**src/rtl/aud_i2s_receiver.sv**
```systemverilog
// I2S receiver for the WM8731 ADC path: deserialises left/right words framed by LRCK
// and queues complete stereo frames in a small FIFO offered over valid/ready.
module aud_i2s_receiver #(
    parameter int DATA_W     = 16,
    parameter int FIFO_DEPTH = 4
) (
    input  logic              i_bclk,
    input  logic              i_rst_n,
    input  logic              i_adclrck,
    input  logic              i_adcdat,
    input  logic              i_en,
    input  logic              i_clr_flags,
    output logic [DATA_W-1:0] o_data_l,
    output logic [DATA_W-1:0] o_data_r,
    output logic              o_valid,
    input  logic              i_ready,
    output logic              o_overflow,
    output logic              o_frame_err
);

    localparam int CNT_W = $clog2(DATA_W);
    localparam int AW    = $clog2(FIFO_DEPTH);
    localparam int OCC_W = $clog2(FIFO_DEPTH + 1);
    localparam logic [CNT_W-1:0] LAST_CNT = CNT_W'(DATA_W - 1);

    typedef enum logic [1:0] {S_IDLE, S_REC_L, S_WAIT_R, S_REC_R} state_t;

    state_t              state_q, state_d;
    logic                lrck_q;
    logic [CNT_W-1:0]    cnt_q, cnt_d;
    logic [DATA_W-1:0]   sreg_q, sreg_d;
    logic [DATA_W-1:0]   left_q, left_d;
    logic                have_l_q, have_l_d;
    logic [AW-1:0]       wr_ptr_q, wr_ptr_d, rd_ptr_q, rd_ptr_d;
    logic [OCC_W-1:0]    occ_q, occ_d;
    logic [DATA_W-1:0]   data_l_q, data_l_d, data_r_q, data_r_d;
    logic                overflow_q, overflow_d, frame_err_q, frame_err_d;
    logic [2*DATA_W-1:0] mem_q [FIFO_DEPTH];

    logic                fall, rise, last_bit, in_rec;
    logic                latch_l, push_req, err_evt, start_l;
    logic                full, pop, wr_en, ovf_set;
    logic [DATA_W-1:0]   word_w;
    logic [2*DATA_W-1:0] push_word, head_next;

    assign fall      = lrck_q & ~i_adclrck;
    assign rise      = ~lrck_q & i_adclrck;
    assign last_bit  = (cnt_q == LAST_CNT);
    assign in_rec    = (state_q == S_REC_L) || (state_q == S_REC_R);
    assign word_w    = {sreg_q[DATA_W-2:0], i_adcdat};
    assign push_word = {left_q, word_w};

    // State and datapath registers; reset is synchronous to the bit clock.
    always_ff @(posedge i_bclk) begin
        lrck_q <= i_adclrck;
        if (!i_rst_n) begin
            state_q     <= S_IDLE;
            cnt_q       <= '0;
            sreg_q      <= '0;
            left_q      <= '0;
            have_l_q    <= 1'b0;
            wr_ptr_q    <= '0;
            rd_ptr_q    <= '0;
            occ_q       <= '0;
            data_l_q    <= '0;
            data_r_q    <= '0;
            overflow_q  <= 1'b0;
            frame_err_q <= 1'b0;
        end else begin
            // NOTE: sequential state uses <= so every register samples pre-edge values.
            state_q     <= state_d;
            cnt_q       <= cnt_d;
            sreg_q      <= sreg_d;
            left_q      <= left_d;
            have_l_q    <= have_l_d;
            wr_ptr_q    <= wr_ptr_d;
            rd_ptr_q    <= rd_ptr_d;
            occ_q       <= occ_d;
            data_l_q    <= data_l_d;
            data_r_q    <= data_r_d;
            overflow_q  <= overflow_d;
            frame_err_q <= frame_err_d;
        end
    end

    // NOTE: FIFO storage is not reset; the occupancy count and the output hold registers are.
    always_ff @(posedge i_bclk) begin
        if (wr_en) mem_q[wr_ptr_q] <= push_word;
    end

    // A rise on the final left bit moves straight into the right word.
    always_comb begin
        // NOTE: default first so no path through this block infers a latch.
        state_d = state_q;
        unique case (state_q)
            S_IDLE:   if (fall && i_en) state_d = S_REC_L;
            S_REC_L: begin
                if (last_bit)          state_d = rise ? S_REC_R : S_WAIT_R;
                else if (fall && i_en) state_d = S_REC_L;
                else if (fall || rise) state_d = S_IDLE;
            end
            S_WAIT_R: begin
                if (rise)      state_d = S_REC_R;
                else if (fall) state_d = i_en ? S_REC_L : S_IDLE;
            end
            S_REC_R: begin
                if (last_bit)          state_d = (fall && i_en) ? S_REC_L : S_IDLE;
                else if (fall && i_en) state_d = S_REC_L;
                else if (fall || rise) state_d = S_IDLE;
            end
            default:  state_d = S_IDLE;
        endcase
    end

    always_comb begin
        latch_l  = (state_q == S_REC_L) && last_bit;
        push_req = (state_q == S_REC_R) && last_bit && have_l_q;
        err_evt  = (in_rec && !last_bit && (fall || rise)) ||
                   ((state_q == S_WAIT_R) && fall);
        start_l  = (state_d == S_REC_L) && ((state_q != S_REC_L) || fall);
    end

    always_comb begin
        cnt_d    = (in_rec && (state_d == state_q) && !fall) ? cnt_q + CNT_W'(1) : '0;
        sreg_d   = in_rec ? word_w : sreg_q;
        left_d   = latch_l ? word_w : left_q;
        have_l_d = start_l ? 1'b0 : (latch_l ? 1'b1 : have_l_q);
    end

    assign full    = (occ_q == OCC_W'(FIFO_DEPTH));
    assign pop     = o_valid & i_ready;
    assign wr_en   = push_req & (~full | pop);
    assign ovf_set = push_req & full & ~pop;

    // Head of the next cycle is either the entry under rd_ptr_d or the word being written there now.
    always_comb begin
        wr_ptr_d  = wr_ptr_q + AW'(wr_en);
        rd_ptr_d  = rd_ptr_q + AW'(pop);
        occ_d     = occ_q + OCC_W'(wr_en) - OCC_W'(pop);
        head_next = (wr_en && (wr_ptr_q == rd_ptr_d)) ? push_word : mem_q[rd_ptr_d];
        data_l_d  = data_l_q;
        data_r_d  = data_r_q;
        if (occ_d != '0) begin
            data_l_d = head_next[2*DATA_W-1:DATA_W];
            data_r_d = head_next[DATA_W-1:0];
        end
        overflow_d  = ovf_set | (overflow_q & ~i_clr_flags);
        frame_err_d = err_evt | (frame_err_q & ~i_clr_flags);
    end

    assign o_valid     = (occ_q != '0);
    assign o_data_l    = data_l_q;
    assign o_data_r    = data_r_q;
    assign o_overflow  = overflow_q;
    assign o_frame_err = frame_err_q;

endmodule

```
**config.mk**
```make
export PLATFORM = sky130hd
export DESIGN_NAME = aud_i2s_receiver
export DESIGN_NICKNAME = d
export VERILOG_FILES = /design/src/rtl/aud_i2s_receiver.sv
export SDC_FILE = /design/constraint.sdc
export NUM_CORES = 1
export LEC_CHECK = 0
export CORE_MARGIN = 2
export CORE_UTILIZATION = 40
export DETAILED_ROUTE_END_ITERATION = 12
export SYNTH_ARGS = -nofsm -noshare
export SYNTH_HDL_FRONTEND = slang
export SYNTH_SLANG_ARGS = --single-unit
```
**constraint.sdc**
```tcl
create_clock -name i_bclk -period 4.6 [get_ports i_bclk]
set_input_delay 0.92 -clock i_bclk [delete_from_list [all_inputs] [get_ports i_bclk]]
set_output_delay 0.92 -clock i_bclk [all_outputs]
set_load 0.1 [all_outputs]
```
==> out/results.md <==
• 52 — number of distinct library cells after synthesis
• 26400 um — global-route wire length before repair
• 208 — post-synthesis sequential element count
• 0 — final-report max-slew violation count
• 42 — I/O pin cnt
• 4596 — number of global-route vias before repair
• 20.0 um — routed wire length per instance
• cnt_q[0] — sink of the worst hold path
• 0 — number of max-capacitance violations reported
• sky130_fd_sc_hd__edfxtp_1 — most frequently used flop master after synthesis
• 22 — CTS Buf Count
• 243 MHz — Max Fclk
• 77 — largest net degree at the start of global routing
• 375 — first-iteration detailed-routing DRC count
• sky130_fd_sc_hd__edfxtp_1 — area leader, netlist
• 20000 um^2 — core area
• 0 — initial antenna violation count
• 510 — Post-Syn Nets
• 17.3% — signed area change from the synthesized netlist to the final layout
• 0 — Final setup violation count
• 146 um — vertical extent of the die
• 5 — length of the first detailed-routing pass in iterations
• 492 ps — min setup slack post-route
• 2 — buffering stage count on the worst path with inverters included
• 0 — number of synthesis warnings
• cnt_q[0] — start point of the worst min-delay path
• 9450 um — DPL Wire Length
• 52 — Rows
• 457 ps — WHS
• 0.672 — register area share after synthesis
• 3.32 nW — Leak
• 16600 um — Routed WL
• 1 — cell depth of the worst min-delay path
• clkdlybuf4s50_1, or4b_4, nand3_2, ha_1, inv_1, ha_1, fa_1, xnor3_1, o31ai_4, a31oi_4, a221o_2 — sequence of cells on the critical path
• 2440 um^2 — area taken by multi-input logic gates
• 5450 um^2 — register cell area after layout
• o_data_l[13] — capture point of the worst reg-to-reg path
• 60 ps — clock transition at the registers of the reported paths
• 494 — post-synthesis instance total
• flip-flop to flip-flop — hold crit path type
• 0.000526 V — maximum vdd drop
• i_ready — launch point of the critical path
• sky130_fd_sc_hd__a31oi_4 — standard cell with the maximum stage delay on the critical path
• 8110 um^2 — Netlist Area Pre-Place
• 0.750 — weighted congestion at the end of routability-driven global placement
• flip-flop — Setup crit end kind
• 0.405 — Starting Density
• 10 — worst reg2reg path depth
• finished clean — status
• occ_q[1] — Worst R2R Start
• 0.185 — fraction of layout instances using a drive strength above 1
• done — clock tree from TritonCTS
• 0.474 — top cell type's share of synthesized area
• 208 — Sink Count
• 0.893 — Final period util
• 5.39 — via density per instance
• 0.157 — overall global routing resource usage
• 1180 ps — pin slew with the least headroom to its limit
• primary input to flip-flop — critical path class
• sky130_fd_sc_hd__clkbuf_16 — Clock Root Buffer
• 0 — final hold violation count
• 0 — cts-stage hold buffer count
• 9.49 ps — clock tree skew after final layout
• 0 — number of antenna diodes
• 4481 — routed vias
• 21400 um^2 — total die area
• 790 ps — setup slack of the most critical reg-to-reg path
• -52.6 ps — setup slack after placement
• 0 — total setup buffers inserted after CTS
• 1 — CTS H-tree depth
• 41 — # port buffers
• primary input — nature of the critical path startpoint
• 4110 ps — crit path time final
• 0 — count of unresolved DRC violations after routing
• 128 — EDFF count, synth
• sky130_fd_sc_hd__edfxtp_1 (47%), sky130_fd_sc_hd__dfxtp_1 (20%), sky130_fd_sc_hd__mux4_2 (5.0%) — largest cells by area after synthesis
• false — setup repair after global routing missed its margin
• 0.216 — relative slew slack
• 920 ps — worst stage delay on the critical path
• 0 — DRT antenna net count
• 146 um — Chip Width
• sky130_fd_sc_hd__ha_1 — crit-path most repeated cell
• 0 — total congestion overflow
• 3 — Longest Clk Path Bufs
• 32 — Max Fanout on Critical Path
• 0 — post-CTS resize count
• 4540 ps — critical path data arrival time
• 5030 ps — required time at the worst-slack endpoint
• 561 — final net count
• 1794 — Fillers
• compound AO/OA/AOI/OAI gates — cell family contributing the most delay on the critical path
• 500 ps — Skew-Pair Late Insertion Delay
• 653 nW/um^2 — power density over the cells
• 0 — fraction of registers with async set or reset after synthesis
• 16.4 um^2 — mean instance size in the synthesized netlist
[worst reg2reg max path, cell delays in order (launching register included)]
cell	delay [ps]
sky130_fd_sc_hd__dfxtp_1	350
sky130_fd_sc_hd__or3_2	500
sky130_fd_sc_hd__and2_1	200
sky130_fd_sc_hd__ha_1	280
sky130_fd_sc_hd__inv_1	40
sky130_fd_sc_hd__ha_1	180
sky130_fd_sc_hd__fa_1	370
sky130_fd_sc_hd__xnor3_1	500
sky130_fd_sc_hd__o31ai_4	110
sky130_fd_sc_hd__a31oi_4	920
sky130_fd_sc_hd__a221o_2	310
[power breakdown]
group / internal (W) / switching (W) / leakage [nW]
Clock: 0.00103 / 0.000699 / 0.360
Sequential: 0.00209 / 0.0000756 / 1.83
Combinational: 0.000813 / 0.00149 / 1.13
[cells in the mapped netlist, types with 2 or more instances]
cell type / instances
sky130_fd_sc_hd__dfxtp_1: 80
sky130_fd_sc_hd__nand2_1: 38
sky130_fd_sc_hd__nor2_1: 5
sky130_fd_sc_hd__clkbuf_8: 4
sky130_fd_sc_hd__edfxtp_1: 128
sky130_fd_sc_hd__ha_1: 8
sky130_fd_sc_hd__mux2i_1: 15
sky130_fd_sc_hd__buf_4: 2
sky130_fd_sc_hd__nand3_1: 4
sky130_fd_sc_hd__a221o_1: 31
sky130_fd_sc_hd__mux4_2: 18
sky130_fd_sc_hd__xor2_1: 3
sky130_fd_sc_hd__clkbuf_1: 11
sky130_fd_sc_hd__nand2b_1: 2
sky130_fd_sc_hd__xnor2_1: 2
sky130_fd_sc_hd__nor2b_1: 16
sky130_fd_sc_hd__inv_1: 11
sky130_fd_sc_hd__nor3_1: 3
sky130_fd_sc_hd__and3_1: 17
sky130_fd_sc_hd__buf_2: 2
sky130_fd_sc_hd__a21boi_0: 18
sky130_fd_sc_hd__o21ai_0: 2
sky130_fd_sc_hd__and3_2: 19
sky130_fd_sc_hd__mux4_1: 14
sky130_fd_sc_hd__buf_6: 8
sky130_fd_sc_hd__and2_1: 7
[kinds of logic after synthesis]
group,after synthesis,share of synthesized area
fa+ha+maj,9,0.0148
flops,208,0.672
compound gates,64,0.0730
simple gates,120,0.0838
xor+xnor,7,0.0111
mux,47,0.114
buf+inv,39,0.0316
[placed cells by master (no fill, tap or decap), drive strengths merged, types with 2 or more instances in the layout]
| master | count |
|---|---|
| edfxtp | 128 |
| dfxtp | 80 |
| clkdlybuf4s50 | 40 |
| nand2 | 38 |
| and3 | 36 |
| a221o | 32 |
| mux4 | 32 |
| clkbuf | 31 |
| a21boi | 18 |
| nor2b | 16 |
| mux2i | 15 |
| buf | 15 |
| inv | 11 |
| and2 | 8 |
| ha | 8 |
| clkinv | 8 |
| nand3 | 5 |
| nor2 | 5 |
| nor3 | 4 |
| xor2 | 3 |
| xnor2 | 2 |
| nand2b | 2 |
| o21ai | 2 |
| or3 | 2 |
| xnor3 | 2 |
| a31oi | 2 |
[how the worst max path moves through the flow]
stage | slack, ps | endpoint | cells past startpoint
2_1_floorplan | 570 | mem_q[1][0] | 3
3_3_place_gp | 40 | o_data_l[13] | 11
3_5_place_dp | -50 | o_data_l[13] | 11
4_1_cts | 440 | o_data_l[13] | 11
5_1_grt | 270 | o_data_l[13] | 11
6_report | 490 | o_data_l[13] | 11
[final cells by class]
class,instances,area share
Clock inverter,9,0.00763
Inverter,11,0.00434
Tap cell,270,0.0355
Clock buffer,31,0.0679
Multi-Input combinational cell,247,0.257
Timing Repair Buffer,55,0.0550
Sequential cell,208,0.573
[metrics by stage]
stage,utilization,cells,power [W],TNS (ps),area [um^2]
finish,0.475,831,0.00621,0,9510
floorplan,-,494,0.00406,0,8110
global route,0.475,831,0.00644,0,9510
CTS,0.475,831,0.00627,0,9510
detailed placement,0.439,791,0.00453,-810,8790
global placement,0.439,791,0.00449,0,8790
[layer usage]
| metal | routed length, um | GRT usage |
|---|---|---|
| met1 | 7690 | 0.219 |
| met2 | 8040 | 0.258 |
| met3 | 584 | 0.0272 |
| met4 | 291 | 0.0369 |
| met5 | 0 | 0 |
[registers in the layout, indices dropped and copies added (netlist names)]
register	flops
have_l_q	1
occ_q	3
wr_ptr_q	2
mem_q	128
o_data_l	16
o_frame_err	1
lrck_q	1
left_q	16
rd_ptr_q	2
state_q	2
sreg_q	15
o_data_r	16
o_overflow	1
cnt_q	4
Note: power is estimated with default switching activity, not from simulation.
